==> config.mk <==
export PLATFORM = sky130hd
export DESIGN_NAME = ps2_kbd_ctrl
export DESIGN_NICKNAME = d
export VERILOG_FILES = /design/src/rtl/ps2_kbd_ctrl.sv
export SDC_FILE = /design/constraint.sdc
export NUM_CORES = 1
export LEC_CHECK = 0
export ABC_CLOCK_PERIOD_IN_PS = 2800
export BUFFER_PORTS_ARGS = -buffer_cell sky130_fd_sc_hd__buf_4
export CAP_MARGIN = 0
export CORE_AREA = 5 5 80 82
export DETAILED_ROUTE_END_ITERATION = 7
export DIE_AREA = 0 0 85 87
export PLACE_DENSITY = 0.79
export SYNTH_ARGS = -nofsm -noshare
export SYNTH_HDL_FRONTEND = slang
export SYNTH_SLANG_ARGS = --single-unit
==> constraint.sdc <==
create_clock -name clk -period 2.8 [get_ports clk]
set_clock_uncertainty 0.05 [all_clocks]
set_input_delay 0.28 -clock clk [delete_from_list [all_inputs] [get_ports clk]]
set_output_delay 0.28 -clock clk [all_outputs]
set_load 0.005 [all_outputs]
==> src/rtl/ps2_kbd_ctrl.sv <==
// PS/2 keyboard consumer: pops receiver FIFO bytes, folds E0/F0 prefixes into key events, tracks held key.
// Optional typematic-repeat discard with PS2_KBD_REPEAT_FILTER_EN; ev_valid four cycles after kb_ready.
module ps2_kbd_ctrl #(
   parameter int COUNT_W        = 8,
   parameter int PREFIX_TIMEOUT = 1000000
) (
   input  logic               clk,
   input  logic               rst,
   input  logic [7:0]         kb_data,
   input  logic               kb_ready,
   input  logic               kb_overflow,
   output logic               kb_nextdata_n,
   output logic               ev_valid,
   input  logic               ev_ready,
   output logic [7:0]         ev_code,
   output logic               ev_ext,
   output logic               ev_break,
   output logic               held_valid,
   output logic [8:0]         held_code,
   output logic [COUNT_W-1:0] key_count,
   output logic               err,
   input  logic               err_clr
);
   typedef enum logic [2:0] {IDLE, ACK, GAP, DECODE, EMIT} state_t;

   localparam int TW = (PREFIX_TIMEOUT > 1) ? $clog2(PREFIX_TIMEOUT) : 1;
   localparam logic [TW-1:0] TO_LAST = TW'(PREFIX_TIMEOUT - 1);

   state_t        state;
   logic [7:0]    byte_r;
   logic          ext_f;
   logic          brk_f;
   logic [TW-1:0] to_cnt;

   logic bad_byte;
   logic is_repeat;
   logic to_hit;
   logic err_set;

   always_comb begin
      bad_byte = (byte_r == 8'h00) || (byte_r == 8'hFF) || (byte_r == 8'hE1);
      // A byte waiting at the FIFO head beats an expiring prefix.
      to_hit   = (state == IDLE) && !kb_ready && (ext_f || brk_f) && (to_cnt == TO_LAST);
`ifdef PS2_KBD_REPEAT_FILTER_EN
      is_repeat = !brk_f && held_valid && ({ext_f, byte_r} == held_code);
`else
      is_repeat = 1'b0;
`endif
      err_set  = kb_overflow || to_hit || ((state == DECODE) && bad_byte);
   end

   always_ff @(posedge clk or posedge rst) begin
      if (rst) begin
         state         <= IDLE;
         byte_r        <= 8'h00;
         ext_f         <= 1'b0;
         brk_f         <= 1'b0;
         to_cnt        <= '0;
         kb_nextdata_n <= 1'b1;
         ev_valid      <= 1'b0;
         ev_code       <= 8'h00;
         ev_ext        <= 1'b0;
         ev_break      <= 1'b0;
         held_valid    <= 1'b0;
         held_code     <= 9'h000;
         key_count     <= '0;
         err           <= 1'b0;
      end else begin
         if (err_set)
            err <= 1'b1;
         else if (err_clr)
            err <= 1'b0;

         case (state)
            IDLE: begin
               if (kb_ready) begin
                  byte_r        <= kb_data;
                  kb_nextdata_n <= 1'b0;
                  to_cnt        <= '0;
                  state         <= ACK;
               end else if (to_hit) begin
                  ext_f  <= 1'b0;
                  brk_f  <= 1'b0;
                  to_cnt <= '0;
               end else if (ext_f || brk_f) begin
                  to_cnt <= to_cnt + 1'b1;
               end
            end
            ACK: begin
               kb_nextdata_n <= 1'b1;
               state         <= GAP;
            end
            GAP: state <= DECODE;
            DECODE: begin
               state <= IDLE;
               if (byte_r == 8'hE0) begin
                  ext_f <= 1'b1;
               end else if (byte_r == 8'hF0) begin
                  brk_f <= 1'b1;
               end else begin
                  ext_f <= 1'b0;
                  brk_f <= 1'b0;
                  if (!bad_byte && !is_repeat) begin
                     ev_code  <= byte_r;
                     ev_ext   <= ext_f;
                     ev_break <= brk_f;
                     ev_valid <= 1'b1;
                     state    <= EMIT;
                  end
               end
            end
            EMIT: begin
               if (ev_ready) begin
                  ev_valid <= 1'b0;
                  state    <= IDLE;
                  if (!ev_break) begin
                     key_count  <= key_count + 1'b1;
                     held_valid <= 1'b1;
                     held_code  <= {ev_ext, ev_code};
                  end else if ({ev_ext, ev_code} == held_code) begin
                     held_valid <= 1'b0;
                  end
               end
            end
            default: state <= IDLE;
         endcase
      end
   end
endmodule

==> summary.md <==
| Metric | Value |
|---|---|
| Routability cong. | 0.821 |
| Crit start category | register |
| Gate count after technology mapping | 290 |
| Clock insertion delay at the later pin of the skew report | 330 ps |
| Sequential fraction of the synthesis area | 0.518 |
| End point of the worst hold path | state[2] |
| Dominant register cell in the synthesized netlist | sky130_fd_sc_hd__dfrtp_1 |
| CP max stage cell | sky130_fd_sc_hd__or4_1 |
| Slew Limit Headroom | 0.585 |
| Destination of the worst register-to-register timing path | ev_code[7] |
| Nature of the critical path endpoint | register |
| Horizontal die dimension | 85 um |
| Final routed DRC violation total | 0 |
| Post-synth design cell area | roughly 3100 um2 |
| Number of antenna violations at the first check in global routing | 0 |
| Worst vdd rail ir drop | 0.653 mV |
| Count of flip-flops with a built-in enable after synthesis | 0 |
| Remaining global-route overflow | 0 |
| Layout Cell Area excl Fill | around 3700 um2 |
| Number of buffers added by the clock tree synthesis step | 9 |
| Async S/R FF share, synth | 1.00 |
| Cell type with the highest aggregate area in the netlist | sky130_fd_sc_hd__dfrtp_1 |
| Yosys top cell area share | 0.509 |
| Hold Startpoint | ev_ready |
| Worst reg-to-reg setup slack | 610 ps |
| Core area | 5680 um2 |
| Highest cell delay on the worst timing path | 520 ps |
| Clock Pin Slew Worst Setup and Hold Paths | ~70 ps |
| Buffer and inverter count on the worst path | 0 |
| Avg Vias per Cell | 5.47 |
| Post-route fraction of the period consumed by the critical path | 0.781 |
| Slew at the pin closest to its max-slew limit | 621 ps |
| Arrival time reported for the critical path endpoint | 2360 ps |
| Setup repair after global routing missed its margin | no |
| Result of the run | complete, no violations |
| Height of the chip | between 80 and 90 um |
| Worst hold path stage count | 2 |
| CTS tree | built |
| Worst R2R Path Depth | 5 |
| Global-route wire length before repair | 11200 um |
| Number of nets in the finished design | 354 |
| Total length of routed wires | 6240 um |
| Clock sink count | 64 |
| Total setup buffers inserted after CTS | 0 |
| Synthesized area per cell | 10.7 um2 |
| Post-synthesis cell type count | 46 |
| WL per Instance | roughly 15 um |
| Number of endpoints failing setup at the final stage | 0 |
| Top fanout value on the critical path | 12 |
| Layout cells sized above 1 | 0.286 |
| Min cycle time layout | 2190 ps |
| Post-DRT Antenna Nets | 0 |
| Vias in the first global route | 2313 |
| Setup Crit Path Kind | register to register |
| All-layer global routing usage | 0.190 |
| Critical Path RT | 2970 ps |
| Ordered list of cells on the worst path | or4_1 -> a21oi_1 -> o22ai_1 -> nand2_1 -> mux2_2 |
| Critical R2R Launch | byte_r[2] |
| Final Slew Violations | 0 |
| Site row count | 28 |
| # port buffers | 44 |
| Max-capacitance violation count | 0 |
| Floorplan die area | 7400 um2 |
| Largest net degree at the start of global routing | 31 |
| DPL Wire Length | about 4500 um |
| Ys Warns | 0 |
| Yosys reg bits | 64 |
| Max Root-Sink Buffers | 2 |
| Leakage | ~1.6 nW |
| Summed negative setup slack over all endpoints | 0 ps |
| Antenna fix cells | 0 |
| Initial standard-cell utilization of the core | 0.546 |
| Gates resized, CTS repair | 0 |
| Path class of the lowest-slack min-delay path | input port to register |
| Cell area power density | 882 nW/um2 |
| 1st-iter DRT viols | between 100 and 150 |
| Highest clock frequency the design can meet | around 460 MHz |
| H-Tree Depth | 3 |
| Via total after detailed routing | 2288 |
| Count of boundary I/O pins | 45 |
| Net count after synthesis | between 300 and 400 |
| Root cell of the clock tree | sky130_fd_sc_hd__clkbuf_8 |
| P&R area growth vs syn | 19.4% |
| Worst path top cell family by delay | simple AND/OR/NAND/NOR gates |
| Biggest area contributors in the synthesized netlist | sky130_fd_sc_hd__dfrtp_1, sky130_fd_sc_hd__mux2_2, sky130_fd_sc_hd__xnor2_1 |
| Number of detailed-routing iterations run before antenna repair | 4 |
| Area after detailed placement | 3480 um2 |
| Final hold violations | 0 |
state kept, by name, summed over array words and instances, names as in the netlist:
name           flops
to_cnt            20
kb_nextdata_n      1
state              3
ext_f              1
byte_r             8
ev_break           1
ev_code            8
held_code          9
ev_ext             1
key_count          8
held_valid         1
ev_valid           1
brk_f              1
err                1
synthesized netlist by cell type (8+ instances only):
library cell              number
sky130_fd_sc_hd__dfrtp_1      63
sky130_fd_sc_hd__mux2_2       23
sky130_fd_sc_hd__nand2_1      23
sky130_fd_sc_hd__o21ai_0      19
sky130_fd_sc_hd__nor2_1       17
sky130_fd_sc_hd__nand3_1      16
sky130_fd_sc_hd__xnor2_1      15
sky130_fd_sc_hd__nand4_1      10
sky130_fd_sc_hd__nor3_1       10
sky130_fd_sc_hd__a21o_1        8
sky130_fd_sc_hd__a21oi_1       8
stage by stage:
stage          power [mW]  utilization  hold slack, ps  instances  worst slack (ps)
6_report             3.26        0.651            89.1        418               613
5_1_grt              3.49        0.651            96.5        418               477
4_1_cts              3.30        0.651            77.8        418               615
3_5_place_dp         2.47        0.613             357        401               616
2_1_floorplan        2.07            -             337        290               786
3_3_place_gp         2.43        0.613             345        401               698
cells in the final DEF, fill, tap and decap left out, types with 2 or more instances in the layout:
cell type | synthesis | routed
sky130_fd_sc_hd__dfrtp_1 | 63 | 63
sky130_fd_sc_hd__buf_4 | 1 | 48
sky130_fd_sc_hd__nand2_1 | 23 | 23
sky130_fd_sc_hd__mux2_2 | 23 | 23
sky130_fd_sc_hd__o21ai_0 | 19 | 19
sky130_fd_sc_hd__nor2_1 | 17 | 17
sky130_fd_sc_hd__nand3_1 | 16 | 16
sky130_fd_sc_hd__xnor2_1 | 15 | 15
sky130_fd_sc_hd__clkbuf_8 | 0 | 11
sky130_fd_sc_hd__nand4_1 | 10 | 10
sky130_fd_sc_hd__nor3_1 | 10 | 10
sky130_fd_sc_hd__a21oi_1 | 8 | 8
sky130_fd_sc_hd__a21o_1 | 8 | 8
sky130_fd_sc_hd__or3_1 | 7 | 7
sky130_fd_sc_hd__inv_1 | 7 | 6
sky130_fd_sc_hd__nor4_1 | 6 | 6
sky130_fd_sc_hd__and3_1 | 4 | 4
sky130_fd_sc_hd__a21bo_2 | 4 | 4
sky130_fd_sc_hd__or4_1 | 3 | 3
sky130_fd_sc_hd__a22o_1 | 3 | 3
sky130_fd_sc_hd__xor2_1 | 3 | 3
sky130_fd_sc_hd__mux2i_1 | 2 | 2
sky130_fd_sc_hd__o211ai_1 | 2 | 2
sky130_fd_sc_hd__and2_1 | 2 | 2
sky130_fd_sc_hd__o21a_1 | 2 | 2
sky130_fd_sc_hd__o31ai_1 | 2 | 2
sky130_fd_sc_hd__ha_1 | 2 | 2
sky130_fd_sc_hd__clkinv_2 | 0 | 2
sky130_fd_sc_hd__clkinvlp_4 | 0 | 2
power by group:
group / internal (mW) / total (mW) / switching [mW]
Combinational: 0.586 / 0.980 / 0.394
Sequential: 1.17 / 1.47 / 0.297
Clock: 0.456 / 0.813 / 0.356
layer usage:
metal	vias to the layer above	share of wire	GRT usage
li1	1141	-	-
met5	-	0	0
met1	1102	0.47	0.249
met4	0	0.018	0.0849
met3	11	0.035	0.0464
met2	34	0.48	0.300
final cells by class:
| type | instances | area (um2) |
|---|---|---|
| Sequential cell | 64 | 1600 |
| Multi-Input combinational cell | 207 | 1400 |
| Clock inverter | 5 | 55.1 |
| Clock buffer | 11 | 151 |
| Timing Repair Buffer | 49 | 370 |
| Inverter | 7 | 26.3 |
| Tap cell | 75 | 93.8 |
| Fill cell | 467 | 1980 |
how the worst max path moves through the flow:
stage | from | endpoint | depth (start not counted) | slack [ps]
2_1_floorplan | byte_r[2] | ev_break | 6 | 790
3_3_place_gp | byte_r[2] | ev_ext | 5 | 700
3_5_place_dp | byte_r[2] | ev_break | 5 | 620
4_1_cts | byte_r[2] | ev_code[7] | 5 | 610
5_1_grt | byte_r[2] | ev_code[5] | 5 | 480
6_report | byte_r[2] | ev_code[7] | 5 | 610
timing repair:
action	in CTS	in global routing
hold endpoints to repair	24	0
hold buffers	1	0
setup endpoints to repair	0	0
cell families (layout without fill, tap and decap cells):
| logic type | after synthesis | count (layout) | synth area share |
|---|---|---|---|
| compound gates | 53 | 53 | 0.112 |
| xor+xnor | 18 | 18 | 0.0509 |
| fa+ha+maj | 2 | 2 | 0.00808 |
| buf+inv | 19 | 72 | 0.0311 |
| flops | 64 | 64 | 0.518 |
| mux | 25 | 25 | 0.0901 |
| simple gates | 109 | 109 | 0.190 |
(Power assumes the default switching activity.)
